[src/rtl/cpu_pkg.sv]
// Shared CPU constants: datapath widths, bubble instruction and fetch-stage states.
package cpu_pkg;

  localparam int unsigned PC_W   = 16;
  localparam int unsigned INST_W = 32;
  localparam int unsigned OPC_W  = 7;

  localparam logic [OPC_W-1:0]  OPC_NOP  = 7'b0011110;
  localparam logic [INST_W-1:0] NOP_WORD = {OPC_NOP, 25'd0};

  typedef enum logic [1:0] {
    S_FETCH = 2'd0,
    S_FULL  = 2'd1,
    S_DRAIN = 2'd2
  } if_state_t;

endpackage

[src/rtl/if_buf.sv]
// One-entry instruction/PC holding register; flush wins over load, load over unload.
module if_buf
  import cpu_pkg::*;
(
  input  logic              clk,
  input  logic              rst_n,
  input  logic              i_load,
  input  logic              i_unload,
  input  logic              i_flush,
  input  logic [INST_W-1:0] i_inst,
  input  logic [PC_W-1:0]   i_pc,
  output logic              o_valid,
  output logic [INST_W-1:0] o_inst,
  output logic [PC_W-1:0]   o_pc
);

  logic              r_valid;
  logic [INST_W-1:0] r_inst;
  logic [PC_W-1:0]   r_pc;

  always_ff @(posedge clk or negedge rst_n) begin
    if (!rst_n) begin
      r_valid <= 1'b0;
      r_inst  <= '0;
      r_pc    <= '0;
    end else if (i_flush) begin
      r_valid <= 1'b0;
    end else if (i_load) begin
      r_valid <= 1'b1;
      r_inst  <= i_inst;
      r_pc    <= i_pc;
    end else if (i_unload) begin
      r_valid <= 1'b0;
    end
  end

  assign o_valid = r_valid;
  assign o_inst  = r_inst;
  assign o_pc    = r_pc;

endmodule

[src/rtl/if_stage.sv]
// Instruction-fetch stage: PC, req/ack memory port, stall buffering and branch redirect.
module if_stage
  import cpu_pkg::*;
#(
  parameter logic [PC_W-1:0]   P_RESET_PC = 16'h0000,
  parameter logic [PC_W-1:0]   P_PC_STEP  = 16'h0001,
  parameter logic [INST_W-1:0] P_NOP      = NOP_WORD
) (
  input  logic              clk,
  input  logic              rst,
  input  logic              stall_i,
  input  logic              br_taken_i,
  input  logic [PC_W-1:0]   br_target_i,
  output logic              imem_req_o,
  output logic [PC_W-1:0]   imem_addr_o,
  input  logic              imem_ack_i,
  input  logic [INST_W-1:0] imem_data_i,
  output logic [INST_W-1:0] inst_o,
  output logic [PC_W-1:0]   pc_value_o
);

  if_state_t         r_state;
  logic [PC_W-1:0]   r_pc;
  logic [PC_W-1:0]   r_addr;
  logic              r_req;
  logic [INST_W-1:0] r_inst;
  logic [PC_W-1:0]   r_pc_value;

  logic              w_buf_load;
  logic              w_buf_unload;
  logic              w_buf_valid;
  logic [INST_W-1:0] w_buf_inst;
  logic [PC_W-1:0]   w_buf_pc;
  logic [PC_W-1:0]   w_pc_next;

  assign w_pc_next    = r_pc + P_PC_STEP;
  assign w_buf_load   = (r_state == S_FETCH) && r_req && imem_ack_i && stall_i && !br_taken_i;
  assign w_buf_unload = (r_state == S_FULL) && !stall_i && !br_taken_i;

  if_buf u_buf (
    .clk      (clk),
    .rst_n    (rst),
    .i_load   (w_buf_load),
    .i_unload (w_buf_unload),
    .i_flush  (br_taken_i),
    .i_inst   (imem_data_i),
    .i_pc     (r_pc),
    .o_valid  (w_buf_valid),
    .o_inst   (w_buf_inst),
    .o_pc     (w_buf_pc)
  );

  // req/addr are registered: each transition that starts a request preloads r_addr
  // with the address of the next fetch, so back-to-back acks sustain one word per cycle.
  always_ff @(posedge clk or negedge rst) begin
    if (!rst) begin
      r_state    <= S_FETCH;
      r_pc       <= P_RESET_PC;
      r_addr     <= P_RESET_PC;
      r_req      <= 1'b0;
      r_inst     <= P_NOP;
      r_pc_value <= '0;
    end else begin
      case (r_state)
        S_FETCH: begin
          if (!r_req) begin
            r_req <= 1'b1;
            if (br_taken_i) begin
              r_inst <= P_NOP;
              r_pc   <= br_target_i;
              r_addr <= br_target_i;
            end else begin
              r_addr <= r_pc;
            end
          end else if (br_taken_i) begin
            r_inst <= P_NOP;
            r_pc   <= br_target_i;
            if (imem_ack_i) r_addr  <= br_target_i;
            else            r_state <= S_DRAIN;
          end else if (imem_ack_i) begin
            r_pc <= w_pc_next;
            if (stall_i) begin
              r_req   <= 1'b0;
              r_state <= S_FULL;
            end else begin
              r_inst     <= imem_data_i;
              r_pc_value <= r_pc;
              r_addr     <= w_pc_next;
            end
          end else if (!stall_i) begin
            r_inst <= P_NOP;
          end
        end
        S_FULL: begin
          if (br_taken_i) begin
            r_inst  <= P_NOP;
            r_pc    <= br_target_i;
            r_addr  <= br_target_i;
            r_req   <= 1'b1;
            r_state <= S_FETCH;
          end else if (!stall_i && w_buf_valid) begin
            r_inst     <= w_buf_inst;
            r_pc_value <= w_buf_pc;
            r_addr     <= r_pc;
            r_req      <= 1'b1;
            r_state    <= S_FETCH;
          end
        end
        S_DRAIN: begin
          if (br_taken_i) begin
            r_inst <= P_NOP;
            r_pc   <= br_target_i;
          end
          if (imem_ack_i) begin
            r_state <= S_FETCH;
            r_addr  <= br_taken_i ? br_target_i : r_pc;
          end
        end
        default: r_state <= S_FETCH;
      endcase
    end
  end

  assign imem_req_o  = r_req;
  assign imem_addr_o = r_addr;
  assign inst_o      = r_inst;
  assign pc_value_o  = r_pc_value;

endmodule
[config.mk]
export PLATFORM = sky130hd
export DESIGN_NAME = if_stage
export DESIGN_NICKNAME = d
export VERILOG_FILES = /design/src/rtl/cpu_pkg.sv /design/src/rtl/if_buf.sv /design/src/rtl/if_stage.sv
export SDC_FILE = /design/constraint.sdc
export NUM_CORES = 1
export LEC_CHECK = 0
export CAP_MARGIN = 20
export CORE_AREA = 2 2 84 167
export CTS_CLUSTER_DIAMETER = 200
export DETAILED_ROUTE_END_ITERATION = 6
export DIE_AREA = 0 0 86 169
export PLACE_DENSITY = 0.78
export SLEW_MARGIN = 5
export SYNTH_ARGS = -nofsm -noshare
export SYNTH_HDL_FRONTEND = slang
export SYNTH_SLANG_ARGS = --single-unit
export TNS_END_PERCENT = 10
[constraint.sdc]
create_clock -name clk -period 2.8 [get_ports clk]
set_clock_uncertainty 0.15 [all_clocks]
set_input_delay 0.56 -clock clk [delete_from_list [all_inputs] [get_ports clk]]
set_output_delay 0.56 -clock clk [all_outputs]
set_load 0.05 [all_outputs]
==> implementation parameters, run 1 <==
Parameter                              Value

Synthesis
  Most used flip-flop cell after synthesis    sky130_fd_sc_hd__dfrtp_1
  Register area share after synthesis    0.469
  Number of library cell types mapped by synthesis    61
  Number of warning messages in the yosys log    0
  Async SR Flop Fraction    1.00
  Post-synth top area cell    sky130_fd_sc_hd__dfrtp_1
  Cells after synthesis    roughly 640
  Top cells by area, synth    sky130_fd_sc_hd__dfrtp_1 45%, sky130_fd_sc_hd__mux2_2 7.8%, sky130_fd_sc_hd__a2111oi_2 4.7%
  Cell with the most instances after synthesis    sky130_fd_sc_hd__dfrtp_1
  Number of storage elements in the synthesis netlist    132
  Number of flops mapped to enable cells by yosys    0
  Synthesized cell area    7050 um2
  Area fraction of the dominant cell type after synthesis    0.454
  Synth cell count leaders    128 x sky130_fd_sc_hd__dfrtp_1, 49 x sky130_fd_sc_hd__mux2_2, 47 x sky130_fd_sc_hd__nand2_1, 39 x sky130_fd_sc_hd__a21oi_1, 37 x sky130_fd_sc_hd__nor2_1
  Synthesized area divided by synthesized cell count    11.0 um2
  Net count of the mapped netlist    699

CTS
  Largest buffer count on any clock path    2
  Buffer count from post-CTS setup fixing    0
  Depth of the CTS H-tree    4
  CTS Root Cell    sky130_fd_sc_hd__clkbuf_16
  Number of clock sinks seen by CTS    132
  Clock tree from TritonCTS    built
  Clock latency reported for the late side of the worst-skew pair    0.42 ns
  Clock transition at the registers of the reported paths    0.06 ns
  Number of clock buffers inserted by TritonCTS    17
  Cts repair resizes    0
  Number of buffers inserted by hold repair at cts    0

Timing
  Final hold viol count    4
  Highest clock frequency the design can meet    0.400 GHz
  RSZ-0062 raised after global routing    false
  Final worst setup slack    0.301 ns
  Number of endpoints failing setup at the final stage    0
  Final min period    2.50 ns
  Slew headroom    0.471
  Worst-case hold slack    -0.00325 ns
  Total negative setup slack    0 ns
  Max-slew violation total from the final report    0
  Share of the clock period used by the worst path after layout    0.892
  Tightest Pin Transition    0.793 ns

Detailed routing
  Total DRC errors in the routed layout    0
  Post-detailed-route wirelength per cell    18.6 um
  Final Routed Wirelength    16,900 um
  Antenna-violating nets left    0
  Initial detailed-routing violation count    419
  First-pass iteration count of the detailed router    5
  Mean number of vias per cell    approximately 6.2
  Total via count after detailed routing    5,620

Critical path
  Launching element of the worst setup path    inst_o[28]
  Required time of the worst setup path    2.09 ns
  Data arrival, critical path    1.79 ns
  Startpoint of the most critical register-to-register path    r_state[1]
  CP cell instances    clkdlybuf4s50_1
  Master of the slowest instance on the critical path    sky130_fd_sc_hd__clkdlybuf4s50_1
  WP buf/inv    1
  Largest delay contributor family on the critical path    buffers and inverters
  Setup Crit Path Kind    reg2out
  Critical Path Start Type    flip-flop
  Sort of element at the end of the critical path    primary output
  Slowest stage delay, CP    0.81 ns
  Worst-path fanout max    4

Finish
  Number of cells in the finished layout apart from fillers    a little over 900
  P&R area growth vs syn    27.0%
  Layout cells sized above 1    0.207
  Number of diodes added for antenna fixing    0
  Final design area excluding fillers    a little under 9000 um2
  Final net count    between 700 and 800

Status
  Violated checks    hold timing
  Run status    complete, but fails checks

Global route
  Antenna violations before repair    0
  GR Util All Layers    0.242
  Total overflow reported by the global router    0
  Global-route wire length before repair    28,200 um
  Via count of the first global-routing pass    between 5,000 and 6,000
  Largest net degree at the start of global routing    67

Floorplan
  Die Width    86 um
  Total number of placement rows    60
  Core Area    ~13,000 um2
  Initial Utilization    0.530
  Ports    118
  Die area    14,500 um2
  Die Span Y    169 um

Place
  Detailed Place HPWL    between 10,000 and 15,000 um
  Global placement routability congestion    0.813
  Post-placement worst setup slack    0.0458 ns
  Count of input and output buffers    117
  Post-Place Cells    about 900
  Post-Place Cell Area    8340 um2

Pwr
  Logic pwr share    0.500
  Pint    between 6000 and 7000 uW
  Proportion of power drawn by the clock network    0.197
  Power Density    approximately 1300 nW/um2
  Switching portion of total power    0.438
  Switching power summed over all nets    5100 uW
  Leakage    0.00380 uW
  Worst IR Drop VDD    0.00104 V
  Sequential power share    0.302

Job
  Number of violations of the max-capacitance limit    0

Worst hold path
  Hold crit path type    in2async
==> power groups by stage <==
stage | clock network, uW | registers, uW | logic, uW
after global placement | 0 | 3480 | 5670
final | 2300 | 3520 | 5830
after detailed placement | 0 | 3520 | 5800
after floorplan | 0 | 4590 | 3150
after CTS | 2320 | 3510 | 5850
after global routing | 2410 | 3640 | 6270
==> per-stage QoR <==
stage	total power [uW]	utilization
4_1_cts	11700	0.673
2_1_floorplan	7750	-
3_5_place_dp	9320	0.627
3_3_place_gp	9160	0.627
5_1_grt	12300	0.673
6_report	11600	0.673
==> layout by cell type (no fill, tap or decap), types with 4 or more instances in the layout <==
cell type                           n
sky130_fd_sc_hd__buf_4             22
sky130_fd_sc_hd__o21ai_0           21
sky130_fd_sc_hd__a21oi_1           39
sky130_fd_sc_hd__mux2_4             4
sky130_fd_sc_hd__nor2b_1            5
sky130_fd_sc_hd__a2111oi_0          4
sky130_fd_sc_hd__o31ai_1            6
sky130_fd_sc_hd__mux2_2            49
sky130_fd_sc_hd__dfrtp_1          128
sky130_fd_sc_hd__inv_1              8
sky130_fd_sc_hd__nand2b_1           4
sky130_fd_sc_hd__a21o_1            23
sky130_fd_sc_hd__dfstp_2            4
sky130_fd_sc_hd__a2111oi_2         22
sky130_fd_sc_hd__a221oi_1          27
sky130_fd_sc_hd__a31oi_1            4
sky130_fd_sc_hd__nor2_1            37
sky130_fd_sc_hd__nand3_1           10
sky130_fd_sc_hd__nor3_1             8
sky130_fd_sc_hd__a211o_1            6
sky130_fd_sc_hd__a22oi_1           26
sky130_fd_sc_hd__nand2_1           47
sky130_fd_sc_hd__xnor2_1            7
sky130_fd_sc_hd__clkbuf_16         17
sky130_fd_sc_hd__mux2i_1           28
sky130_fd_sc_hd__o22ai_1            7
sky130_fd_sc_hd__clkdlybuf4s50_1  114
sky130_fd_sc_hd__o21ai_1            8
==> flip-flops by register name (all words and copies together) (netlist names) <==
register,flops
imem_addr_o,16
imem_req_o,1
pc_value_o,16
r_pc,16
r_state,2
u_buf.o_valid,1
u_buf.o_inst,32
inst_o,32
u_buf.o_pc,16
==> routing by layer <==
metal  GRT usage  vias up  wire [um]
li1            -     2627          -
met1       0.350     2779       7740
met2       0.377      193       8120
met3      0.0395       21        856
met4      0.0649        0        212
met5           0        -          0
==> cell type report <==
| type | instances | area (um2) |
|---|---|---|
| Tap cell | 155 | 194 |
| Fill cell | 1013 | 4340 |
| Inverter | 9 | 33.8 |
| Clock inverter | 12 | 154 |
| Clock buffer | 20 | 457 |
| Multi-Input combinational cell | 439 | 3420 |
| Timing Repair Buffer | 141 | 1380 |
| Sequential cell | 132 | 3310 |
==> final timing paths <==
check	endpoint	slack, ns	cells past startpoint
min in group clk	u_buf.o_valid	0.29	2
worst max-delay path	inst_o[28]	0.30	1
max in group asynchronous	inst_o[27]	1.80	2
worst min register to register	u_buf.o_pc[9]	0.34	2
worst min-delay path	pc_value_o[6]	-0.003	1
worst max register to register	imem_addr_o[10]	0.32	7
==> logic make-up after synthesis <==
kind of cell | Yosys count | share of synthesized area
xor+xnor | 10 | 0.0124
fa+ha+maj | 5 | 0.00888
compound gates | 206 | 0.232
mux | 84 | 0.131
flops | 132 | 0.469
buf+inv | 70 | 0.0481
simple gates | 134 | 0.0978
(Power assumes the default switching activity.)
==> inputs of run 2 (changes only) <==
--- a/config.mk
+++ b/config.mk
@@ -6,13 +6,14 @@
 export NUM_CORES = 1
 export LEC_CHECK = 0
 export CAP_MARGIN = 20
-export CORE_AREA = 2 2 84 167
+export CORE_AREA = 2 2 82 163
 export CTS_CLUSTER_DIAMETER = 200
 export DETAILED_ROUTE_END_ITERATION = 6
-export DIE_AREA = 0 0 86 169
-export PLACE_DENSITY = 0.78
+export DIE_AREA = 0 0 84 165
+export PLACE_DENSITY = 0.77
 export SLEW_MARGIN = 5
 export SYNTH_ARGS = -nofsm -noshare
 export SYNTH_HDL_FRONTEND = slang
+export SYNTH_HIERARCHICAL = 1
 export SYNTH_SLANG_ARGS = --single-unit
 export TNS_END_PERCENT = 10
==> run 2 against run 1 <==
Effect of this change:
- the flow now finishes without violations
- power down 5.2%
- sequential power is 1% higher
- utilization increased by 0.64 points
- worst hold slack improved by 0.048 ns
- clock power shrank 8.7%
- final area down 4.6%
- register-to-register slack improved by 0.08 ns
- fmax shrank 5.8%
- critical endpoint is now imem_req_o
- largest power group unchanged
- highest routed layer unchanged
==> implementation parameters, run 2 <==
Parameter                              Value

Synthesis
  Area fraction of the dominant cell type after synthesis    0.489 (+0.0346)
  Most used flip-flop cell after synthesis    sky130_fd_sc_hd__dfrtp_1
  Synthesized cell area    6550 um2 (-7.1%)
  Synthesized area divided by synthesized cell count    11.6 um2 (+5.4%)
  Net count of the mapped netlist    623 (-11%)
  Top cells by area, synth    sky130_fd_sc_hd__dfrtp_1 49%, sky130_fd_sc_hd__mux2_2 7.1%, sky130_fd_sc_hd__mux2_4 4.6%
  Async SR Flop Fraction    1.00 (unchanged)
  Number of storage elements in the synthesis netlist    132 (unchanged)
  Register area share after synthesis    0.505 (+0.0358)
  Synth cell count leaders    128 x sky130_fd_sc_hd__dfrtp_1, 41 x sky130_fd_sc_hd__mux2_2, 33 x sky130_fd_sc_hd__a22oi_1, 31 x sky130_fd_sc_hd__o21ai_0, 30 x sky130_fd_sc_hd__o2bb2ai_1
  Cell with the most instances after synthesis    sky130_fd_sc_hd__dfrtp_1
  Cells after synthesis    565 (-12%)
  Number of warning messages in the yosys log    6 (+6)
  Post-synth top area cell    sky130_fd_sc_hd__dfrtp_1
  Number of library cell types mapped by synthesis    62 (+1.6%)
  Number of flops mapped to enable cells by yosys    0 (unchanged)

Global route
  GR Util All Layers    0.249 (+0.00753)
  Antenna violations before repair    0 (unchanged)
  Largest net degree at the start of global routing    51 (-24%)
  Total overflow reported by the global router    0 (unchanged)
  Via count of the first global-routing pass    5,314 (-5.5%)
  Global-route wire length before repair    27,200 um (-3.5%)

Timing
  Final hold viol count    0 (-4)
  Share of the clock period used by the worst path after layout    0.947 (+0.0545)
  Slew headroom    0.540 (+0.0689)
  RSZ-0062 raised after global routing    false
  Number of endpoints failing setup at the final stage    0 (unchanged)
  Total negative setup slack    0 ns (unchanged)
  Tightest Pin Transition    0.690 ns (-0.103 ns)
  Final min period    2.65 ns (+0.152 ns)
  Max-slew violation total from the final report    0 (unchanged)
  Worst-case hold slack    0.0443 ns (+0.0476 ns)
  Highest clock frequency the design can meet    0.377 GHz (-5.8%)

Detailed routing
  Mean number of vias per cell    5.98 (-3.4%)
  Total via count after detailed routing    5,065 (-9.9%)
  Antenna-violating nets left    0 (unchanged)
  Post-detailed-route wirelength per cell    19.8 um (+6.1%)
  First-pass iteration count of the detailed router    7 (+2)
  Total DRC errors in the routed layout    0 (unchanged)
  Initial detailed-routing violation count    215 (-49%)
  Final Routed Wirelength    16,800 um (-1.0%)

Place
  Post-Place Cell Area    7970 um2 (-4.4%)
  Detailed Place HPWL    12,000 um (+12%)
  Global placement routability congestion    0.895 (+10%)
  Count of input and output buffers    117 (unchanged)

Finish
  Commonest cells after routing, fill and taps aside    128 x sky130_fd_sc_hd__dfrtp_1, 116 x sky130_fd_sc_hd__clkdlybuf4s50_1, 41 x sky130_fd_sc_hd__mux2_2
  Count of filler cells inserted in the layout    976 (-3.7%)
  P&R area growth vs syn    30.3%
  Layout cells sized above 1    0.209 (+0.00230)
  Most common cell after layout, fill and taps aside    sky130_fd_sc_hd__dfrtp_1
  Final core utilization    0.680 (+0.00644)
  Final net count    742 (-7.0%)
  Final design area excluding fillers    8540 um2 (-4.6%)
  Number of diodes added for antenna fixing    0 (unchanged)

Critical path
  WP buf/inv    1 (unchanged)
  Sort of element at the end of the critical path    primary output
  Data arrival, critical path    1.94 ns (+0.15 ns)
  Worst-path fanout max    13 (+9)
  CP cell instances    clkdlybuf4s50_1
  Required time of the worst setup path    2.09 ns (about the same)
  Critical Path Start Type    flip-flop
  Largest delay contributor family on the critical path    buffers and inverters
  Setup Crit Path Kind    reg2out
  Master of the slowest instance on the critical path    sky130_fd_sc_hd__clkdlybuf4s50_1
  Slowest stage delay, CP    0.90 ns (+0.09 ns)

CTS
  Clock tree from TritonCTS    built
  Cts repair resizes    0 (unchanged)
  Depth of the CTS H-tree    4 (unchanged)
  Number of clock sinks seen by CTS    132 (unchanged)
  Largest buffer count on any clock path    2 (unchanged)
  Buffer count from post-CTS setup fixing    0 (unchanged)
  Clock transition at the registers of the reported paths    0.06 ns (about the same)
  CTS Root Cell    sky130_fd_sc_hd__clkbuf_16
  Clock latency reported for the late side of the worst-skew pair    0.41 ns (about the same)
  Number of buffers inserted by hold repair at cts    0 (unchanged)
  Number of clock buffers inserted by TritonCTS    17 (unchanged)

Floorplan
  Die area    13,900 um2 (-4.6%)
  Die Width    84 um (-2.3%)
  Total number of placement rows    58 (-3.3%)
  Core Area    12,600 um2 (-5.5%)
  Ports    118 (unchanged)
  Initial Utilization    0.522 (-0.00879)
  Die Span Y    165 um (-2.4%)

Job
  Number of violations of the max-capacitance limit    0 (unchanged)

Status
  Run status    complete, no violations

Worst hold path
  Hold crit path type    in2async

Pwr
  Worst IR Drop VDD    0.000933 V (-10%)
  Power Density    1290 nW/um2 (-0.61%)
  Total power after layout    11,000 uW (-5.2%)
  Leakage    0.00355 uW (-6.7%)
## run 2: routing by layer
metal,wire [um],share of wire,global-route usage
met1,6220,0.37,0.268
met2,9450,0.56,0.478
met3,641,0.038,0.0435
met4,441,0.026,0.0990
met5,0,0,0
## run 2: cells by family after synthesis
group | after synthesis | synth area share
adders and majority gates | 5 | 0.00955
muxes | 87 | 0.156
buffers and inverters | 59 | 0.0470
xor gates and xnor gates | 2 | 0.00268
DFF | 132 | 0.505
AOI/OAI and AO/OA | 170 | 0.181
and+or+nand+nor | 110 | 0.0984
## run 2: cell type report
type                       instances  area (um2)  area share
tap                              150         188      0.0220
clock inverter                    15         136      0.0160
clock buffer                      17         425      0.0498
multi-input combinational        374        2960       0.347
timing repair buffer             148        1480       0.173
sequential                       132        3310       0.388
inverter                          11        41.3     0.00484
## run 2: where the power goes
part / internal (uW) / total (uW) / switching [uW]
combinational: 2180 / 5370 / 3190
clock: 1170 / 2100 / 932
sequential: 2820 / 3560 / 741
## run 2: metrics by stage
step	instances	worst slack [ns]
finish	847	0.149
global route	847	0.0869
CTS	847	0.120
detailed placement	815	0.0587
global placement	815	0.0730
floorplan	565	0.460
## run 2: final timing paths
path / start / end / slack (ns) / depth (start not counted)
max: imem_req_o / imem_req_o / 0.15 / 1
min: rst / u_buf/o_inst[23] / 0.04 / 1
max reg2reg: r_state[0] / imem_addr_o[12] / 0.40 / 7
min reg2reg: inst_o[8] / inst_o[8] / 0.34 / 1
max in group asynchronous: rst / pc_value_o[6] / 1.77 / 2
min in group clk: inst_o[8] / inst_o[8] / 0.34 / 1
